File: src/rtl/zap_wb_pkg.sv
// Shared types for the MMU Wishbone arbiter: the bus owner, cycle-type codes
// and the packed request bundle carried from each master to the bus.
package zap_wb_pkg;

  typedef enum logic [0:0] {
    OWN_CACHE = 1'b0,
    OWN_TLB   = 1'b1
  } owner_t;

  localparam logic [2:0] CTI_CLASSIC = 3'b000;
  localparam logic [2:0] CTI_BURST   = 3'b010;
  localparam logic [2:0] CTI_EOB     = 3'b111;

  typedef struct packed {
    logic        cyc;
    logic        stb;
    logic        wen;
    logic [3:0]  sel;
    logic [31:0] adr;
    logic [31:0] dat;
    logic [2:0]  cti;
  } wb_req_t;

endpackage

File: src/rtl/zap_wb_req_mux.sv
// Combinational 2:1 selector between the cache and walker request bundles.
module zap_wb_req_mux
  import zap_wb_pkg::*;
(
  input  owner_t  sel,
  input  wb_req_t c_req,
  input  wb_req_t t_req,
  output wb_req_t req
);

  assign req = (sel == OWN_TLB) ? t_req : c_req;

endmodule

File: src/rtl/zap_mmu_wb_arbiter.sv
// Merges the page-table walker and cache controller onto one Wishbone port,
// registering the selected master's next-state request so bursts stay whole.
module zap_mmu_wb_arbiter
  import zap_wb_pkg::*;
#(
  parameter bit TLB_PRIORITY = 1'b1
) (
  input  logic        i_clk,
  input  logic        i_reset,
  input  logic        i_c_wb_cyc_nxt,
  input  logic        i_c_wb_stb_nxt,
  input  logic        i_c_wb_wen_nxt,
  input  logic [3:0]  i_c_wb_sel_nxt,
  input  logic [31:0] i_c_wb_adr_nxt,
  input  logic [31:0] i_c_wb_dat_nxt,
  input  logic [2:0]  i_c_wb_cti_nxt,
  input  logic        i_t_wb_cyc_nxt,
  input  logic        i_t_wb_stb_nxt,
  input  logic [3:0]  i_t_wb_sel_nxt,
  input  logic [31:0] i_t_wb_adr_nxt,
  output logic        o_c_wb_ack,
  output logic        o_t_wb_ack,
  output logic [31:0] o_wb_dat_rd,
  output logic        o_wb_cyc,
  output logic        o_wb_stb,
  output logic        o_wb_wen,
  output logic [3:0]  o_wb_sel,
  output logic [31:0] o_wb_adr,
  output logic [31:0] o_wb_dat,
  output logic [2:0]  o_wb_cti,
  input  logic        i_wb_ack,
  input  logic [31:0] i_wb_dat
);

  wb_req_t c_req;
  wb_req_t t_req;
  wb_req_t sel_req;
  wb_req_t bus_ff;
  owner_t  owner_ff;
  owner_t  owner_nxt;
  logic    own_cyc;
  logic    oth_cyc;

  always_comb begin
    c_req     = '0;
    c_req.cyc = i_c_wb_cyc_nxt;
    c_req.stb = i_c_wb_stb_nxt;
    c_req.wen = i_c_wb_wen_nxt;
    c_req.sel = i_c_wb_sel_nxt;
    c_req.adr = i_c_wb_adr_nxt;
    c_req.dat = i_c_wb_dat_nxt;
    c_req.cti = i_c_wb_cti_nxt;
  end

  // The walker only issues single-beat reads.
  always_comb begin
    t_req     = '0;
    t_req.cyc = i_t_wb_cyc_nxt;
    t_req.stb = i_t_wb_stb_nxt;
    t_req.wen = 1'b0;
    t_req.sel = i_t_wb_sel_nxt;
    t_req.adr = i_t_wb_adr_nxt;
    t_req.dat = '0;
    t_req.cti = CTI_EOB;
  end

  // Ownership moves only when the holder drops CYC; a fresh simultaneous
  // request on an idle bus is settled by TLB_PRIORITY.
  always_comb begin
    own_cyc   = (owner_ff == OWN_TLB) ? i_t_wb_cyc_nxt : i_c_wb_cyc_nxt;
    oth_cyc   = (owner_ff == OWN_TLB) ? i_c_wb_cyc_nxt : i_t_wb_cyc_nxt;
    owner_nxt = owner_ff;
    if (!bus_ff.cyc && i_c_wb_cyc_nxt && i_t_wb_cyc_nxt) begin
      owner_nxt = TLB_PRIORITY ? OWN_TLB : OWN_CACHE;
    end else if (!own_cyc && oth_cyc) begin
      owner_nxt = (owner_ff == OWN_TLB) ? OWN_CACHE : OWN_TLB;
    end
  end

  zap_wb_req_mux u_req_mux (
    .sel   (owner_nxt),
    .c_req (c_req),
    .t_req (t_req),
    .req   (sel_req)
  );

  // Register stage: bus request aligned with the granted master's own flops.
  always_ff @(posedge i_clk) begin
    if (i_reset) begin
      owner_ff <= OWN_CACHE;
      bus_ff   <= '0;
    end else begin
      owner_ff <= owner_nxt;
      bus_ff   <= sel_req.cyc ? sel_req : '0;
    end
  end

  assign o_wb_cyc    = bus_ff.cyc;
  assign o_wb_stb    = bus_ff.stb;
  assign o_wb_wen    = bus_ff.wen;
  assign o_wb_sel    = bus_ff.sel;
  assign o_wb_adr    = bus_ff.adr;
  assign o_wb_dat    = bus_ff.dat;
  assign o_wb_cti    = bus_ff.cti;

  assign o_c_wb_ack  = i_wb_ack & (owner_ff == OWN_CACHE);
  assign o_t_wb_ack  = i_wb_ack & (owner_ff == OWN_TLB);
  assign o_wb_dat_rd = i_wb_dat;

endmodule

File: config.mk
export PLATFORM = sky130hd
export DESIGN_NAME = zap_mmu_wb_arbiter
export DESIGN_NICKNAME = d
export VERILOG_FILES = /design/src/rtl/zap_wb_pkg.sv /design/src/rtl/zap_wb_req_mux.sv /design/src/rtl/zap_mmu_wb_arbiter.sv
export SDC_FILE = /design/constraint.sdc
export NUM_CORES = 1
export LEC_CHECK = 0
export ABC_AREA = 1
export BUFFER_PORTS_ARGS = -buffer_cell sky130_fd_sc_hd__buf_4
export CAP_MARGIN = 20
export CORE_AREA = 2 2 100 102
export DETAILED_ROUTE_END_ITERATION = 16
export DIE_AREA = 0 0 102 104
export PLACE_DENSITY = 0.74
export SYNTH_ARGS = -nofsm -noshare
export SYNTH_HDL_FRONTEND = slang
export SYNTH_SLANG_ARGS = --single-unit
File: constraint.sdc
create_clock -name i_clk -period 1.4 [get_ports i_clk]
set_clock_uncertainty 0.05 [all_clocks]
set_input_delay 0.28 -clock i_clk [delete_from_list [all_inputs] [get_ports i_clk]]
set_output_delay 0.28 -clock i_clk [all_outputs]
set_load 0.02 [all_outputs]
Word level (Yosys, flattened, before mapping)
Cells that the tools add are included.
{"block": "word_totals", "mem_count": 0, "inputBits": 147, "rom_bits": 0, "latchBits": 0, "ff_bits": 75, "elab_cells": 26, "ramBits": 0, "out_inout_bits": 108}
{"block": "op_classes", "eq_ne": 0, "div": 0, "n_bitwise": 4, "add_sub_neg": 0, "n_reduce_logical": 7, "shift": 0, "muxes": 7, "order_cmp": 0, "mul": 0}
{"op": "$mux W74", "count": 2}
{"op": "$mux W1", "count": 5}
{"op": "$logic_and A1 B1 Y1", "count": 3}
{"op": "$reduce_or A3 Y1", "count": 1}
{"op": "$and A1 B1 Y1", "count": 2}
{"op": "$logic_not A1 Y1", "count": 2}
{"op": "$not A1 Y1", "count": 2}
{"op": "$reduce_or A2 Y1", "count": 1}

Longest topological paths before layout
{"block": "depth", "ltp_word": 8, "ltp_mapped": 8, "ltp_nobuf": 6}

Hierarchy
A second synthesis with hierarchy kept.
{"block": "unflattened", "cells_unflattened": 517, "area_unflattened_um2": 3380.7}
{"module": "zap_mmu_wb_arbiter", "instances": 1, "area_each_um2": 2439.8, "seq_area_each_um2": 1501.4, "cells_per_inst": 278}
{"module": "zap_wb_req_mux", "instances": 1, "area_each_um2": 940.9, "seq_area_each_um2": 0.0, "cells_per_inst": 239}

Worst setup path after synthesis
Ideal clock, no wire load.
{"block": "synth_timing", "path_type": "reg-to-reg", "from": "reg bus_ff, in the netlist o_wb_cyc", "to": "reg bus_ff, in the netlist o_wb_adr[23]", "required_time_ps": 1286, "arrival_time_ps": 1065, "setup_ps": 64, "path_stages_with_launch": 7, "synth_period_minus_slack_ps": 1179, "path_slack_ps": 221, "path_buffers": 2, "path_cell_list": "dfxtp_1 > nand3_1 > buf_4 > buf_4 > nand3_1 > nand2_1 > nor2_1"}
{"block": "synth_between", "elab_chain_len": 7}
{"item": "start, declared", "line": "zap_mmu_wb_arbiter.sv:38", "text": "wb_req_t bus_ff;"}
{"item": "start signal, assigned", "line": "zap_mmu_wb_arbiter.sv:94", "text": "bus_ff <= sel_req.cyc ? sel_req : '0;"}
{"item": "$logic_not A1 Y1 *", "line": "zap_mmu_wb_arbiter.sv:73", "text": "if (!bus_ff.cyc && i_c_wb_cyc_nxt && i_t_wb_cyc_nxt) begin"}
{"item": "$logic_and A1 B1 Y1 * (2 in series)", "line": "zap_mmu_wb_arbiter.sv:73"}
{"item": "$mux W1 *", "line": "zap_mmu_wb_arbiter.sv:73"}
{"item": "$mux W74 *", "line": "zap_wb_req_mux.sv:11", "text": "assign req = (sel == OWN_TLB) ? t_req : c_req;"}
{"item": "$not A1 Y1 (no line)"}
{"item": "$reduce_or A2 Y1 (no line)"}
Mark *: on every way between the ends. The rest lies on a longest branch, timed or not.
A chain may end at the register's enable or synchronous reset.

Final worst setup path
{"block": "layout_timing", "from": "reg owner_ff", "to": "out o_c_wb_ack"}
{"block": "layout_between", "elab_chain_len": 2}
{"item": "start, declared", "line": "zap_mmu_wb_arbiter.sv:39", "text": "owner_t owner_ff;"}
{"item": "start signal, assigned", "line": "zap_mmu_wb_arbiter.sv:93", "text": "owner_ff <= owner_nxt;"}
{"item": "$not A1 Y1", "line": "zap_mmu_wb_arbiter.sv:106", "text": "assign o_c_wb_ack = i_wb_ack & (owner_ff == OWN_CACHE);"}
{"item": "$and A1 B1 Y1", "line": "zap_mmu_wb_arbiter.sv:106"}
{"item": "end, declared", "line": "zap_mmu_wb_arbiter.sv:21", "text": "output logic o_c_wb_ack,"}
No other way between the ends.

==> impl_metrics.toml <==
[run_status]
run_status = "complete, no violations"

[finish]
share_of_layout_cells_above_drive_strength_1_pct = 38.3
finish.instance_area_sq_um = 4490
antennaDiodeCount = 0
layout_area_overhead_pct = 52.3
final_common_cell = "buf_4"
fill_cells = 944
layout.nets = 706
mostFrequentLayoutCells = "192 x buf_4, 115 x nor2_1, 75 x inv_1, 74 x dfxtp_1, 45 x nand2_1"
seq_area_sq_um = 1500
final_core_util_pct = 47.0
multi_input_comb_area_sq_um = 812

[timing]
report.final.setup_viol = 0
post-route-period-util_pct = 93.2
maxSlewViolCount = 0
worst_slew_margin_pct = 86.4
final.min_clock_period_ns = 1.31
achievable-frequency_mhz = 766
grt_setup_unrepaired = "false"
max_slew.worst_pin.slew_ns = 0.204
timing.final.hold_violations = 0
fin_tns_setup_ns = 0

[power_and_ir_drop]
p_per_area_nw_per_um2 = 1090
ir_drop_mv = 0.360
power.leakage_uw = 0.00256

[cts]
clk_pin_slew_ns = 0.08
cts.sink_count = 75
insertion_delay_ns = 0.34
cts.htree.levels = 3
cts_buffer_depth = 2
tritoncts = "built"
post_cts_repair_timing_setup_buffer_count = 0
cts-root-buf = "clkbuf_8"
number_of_buffers_created_by_cts = 9

[synth]
netlist-cell-type-count = 11
syn_nets = 549
ys_warn_count = 0
synth.largest_area_cell = "dfxtp_1"
gate_count_after_technology_mapping = 402
number_of_flip_flops_and_latches_in_the_synthesized_netlist = 75
yosysTopAreaCellShare_pct = 50.9
synthTopCellsByArea = "dfxtp_1 51%, nor2_1 15%, buf_4 9.7%, inv_1 9.6%, nand3_1 6.5%"
seq_area_frac_synth_pct = 50.9
mappedNetlistArea_sq_um = 2950
syn_avg_cell_area_sq_um = 7.33

[worst_setup_path]
critPathRequiredTime_ns = 1.07
critical_path.cell_chain = "nor2_1 -> buf_4"
crit_arrival_ns = 0.98
critical_path.n_buffers_inverters = 1
worst_setup_path_end_kind = "output pin"
critPathLaunchType = "flop"
master_of_the_slowest_instance_on_the_critical_path = "dfxtp_2"
cpPeakStageDelay_ns = 0.35
crit_fanout = 5
critPathTopFamily = "flip-flops"
critPathKind = "reg -> out"

[run]
max-cap-violations = 0

[global_routing]
via_count_of_the_first_global_routing_pass = 2796
grt_usage_pct = 16.4
grt_first_pass_wirelength_mm = 13.5
globalRoute.totalOverflow = 0
grt_start_max_net_pins = 41
grt_antenna_before_repair = 0

[place]
place.port_buffers = 190
routability_congestion_estimate = 0.751
place_area_sq_um = 4310
detailed_place_hpwl_mm = 6.81

[route]
drt_first_iter_violations = 78
detail_route.wirelength_mm = 8.87
vias = 2833
route.detailed.vias_per_inst = 4.06
route.detailed.drc = 0
first_pass_iters = 5
ant_nets = 0
wire_per_inst_um = 12.7

[floorplan]
core_region_area_sq_um = 9550
die_area_sq_um = 10600
die-width_um = 102
start_util_pct = 30.9
die_height_um = 104
row_count = 36
design.portCount = 255

[worst_hold_path]
min-delay-path-class = "in -> reg"
-- synth_stat cells --
cell type / n
dfxtp_1: 75
inv_1: 75
buf_2: 12
nor2_1: 115
a21oi_2: 1
inv_2: 1
nand2_1: 45
nand3_1: 38
o21ai_0: 1
buf_6: 1
buf_4: 38
-- worst register-to-register path: stages, from the launching register on --
cell and delay (ns):
dfxtp_1 0.39, nand3_1 0.19, nand2_1 0.15, nand2_1 0.10
buf_12 0.17, nor2_1 0.13
-- kinds of logic (layout without fill, tap and decap cells) --
| group | after synthesis | count (layout) | share of synthesized area, % |
|---|---|---|---|
| and+or+nand+nor | 198 | 198 | 26.8 |
| AOI/OAI and AO/OA | 2 | 2 | 0.467 |
| buffers and inverters | 127 | 289 | 21.8 |
| DFF | 75 | 75 | 50.9 |
-- per-layer routing --
layer  GRT usage, %  vias up  part of all wire [%]
li1               -     1441                     -
met1           16.1     1220                    34
met2           30.8      155                    53
met3           6.25       17                    10
met4           5.43        0                   1.9
met5              0        -                     0
-- registers in the layout (all words and copies together) (netlist names) --
register and flops:
o_wb_adr 32, o_wb_cti 3, o_wb_cyc 1, o_wb_dat 32, o_wb_sel 4, o_wb_stb 1, o_wb_wen 1, owner_ff 1
-- cell type report --
class | instances | area share, %
well taps | 133 | 3.71
repair buffers | 197 | 34.3
multi-input cells | 200 | 18.1
clock buffers | 9 | 2.76
flip-flops and latches | 75 | 33.5
clock inverters | 7 | 1.28
inverters | 76 | 6.35
-- repair_timing --
action / in CTS / in global routing
endpoints found under the setup margin: 0 / 16
gates resized for setup: 0 / 1
hold buffers: 0 / 0
-- through the flow --
stage | setup WS [ns] | instances | hold WS, ns | total power [uW]
floorplan | 0.221 | 402 | 0.302 | 2980
global placement | 0.0766 | 681 | 0.435 | 3400
detailed placement | 0.0278 | 681 | 0.427 | 3420
CTS | 0.00506 | 697 | 0.0368 | 4990
global route | 0.0197 | 697 | 0.0359 | 5170
finish | 0.0945 | 697 | 0.0604 | 4910
-- report_power, final --
group	internal, uW	switching [uW]
clock	665	889
sequential	2270	45.8
combinational	509	528
total	3450	1460
-- worst paths after layout --
path                                     end     start  cells after the start  slack [ns]
worst max register to register  o_wb_dat[10]  o_wb_cyc                      5        0.16
worst min register to register      owner_ff  owner_ff                      4        0.65
worst min-delay path                owner_ff   i_reset                      2        0.06
worst max-delay path              o_c_wb_ack  owner_ff                      2        0.09
Power figures use the tool's default switching activity.
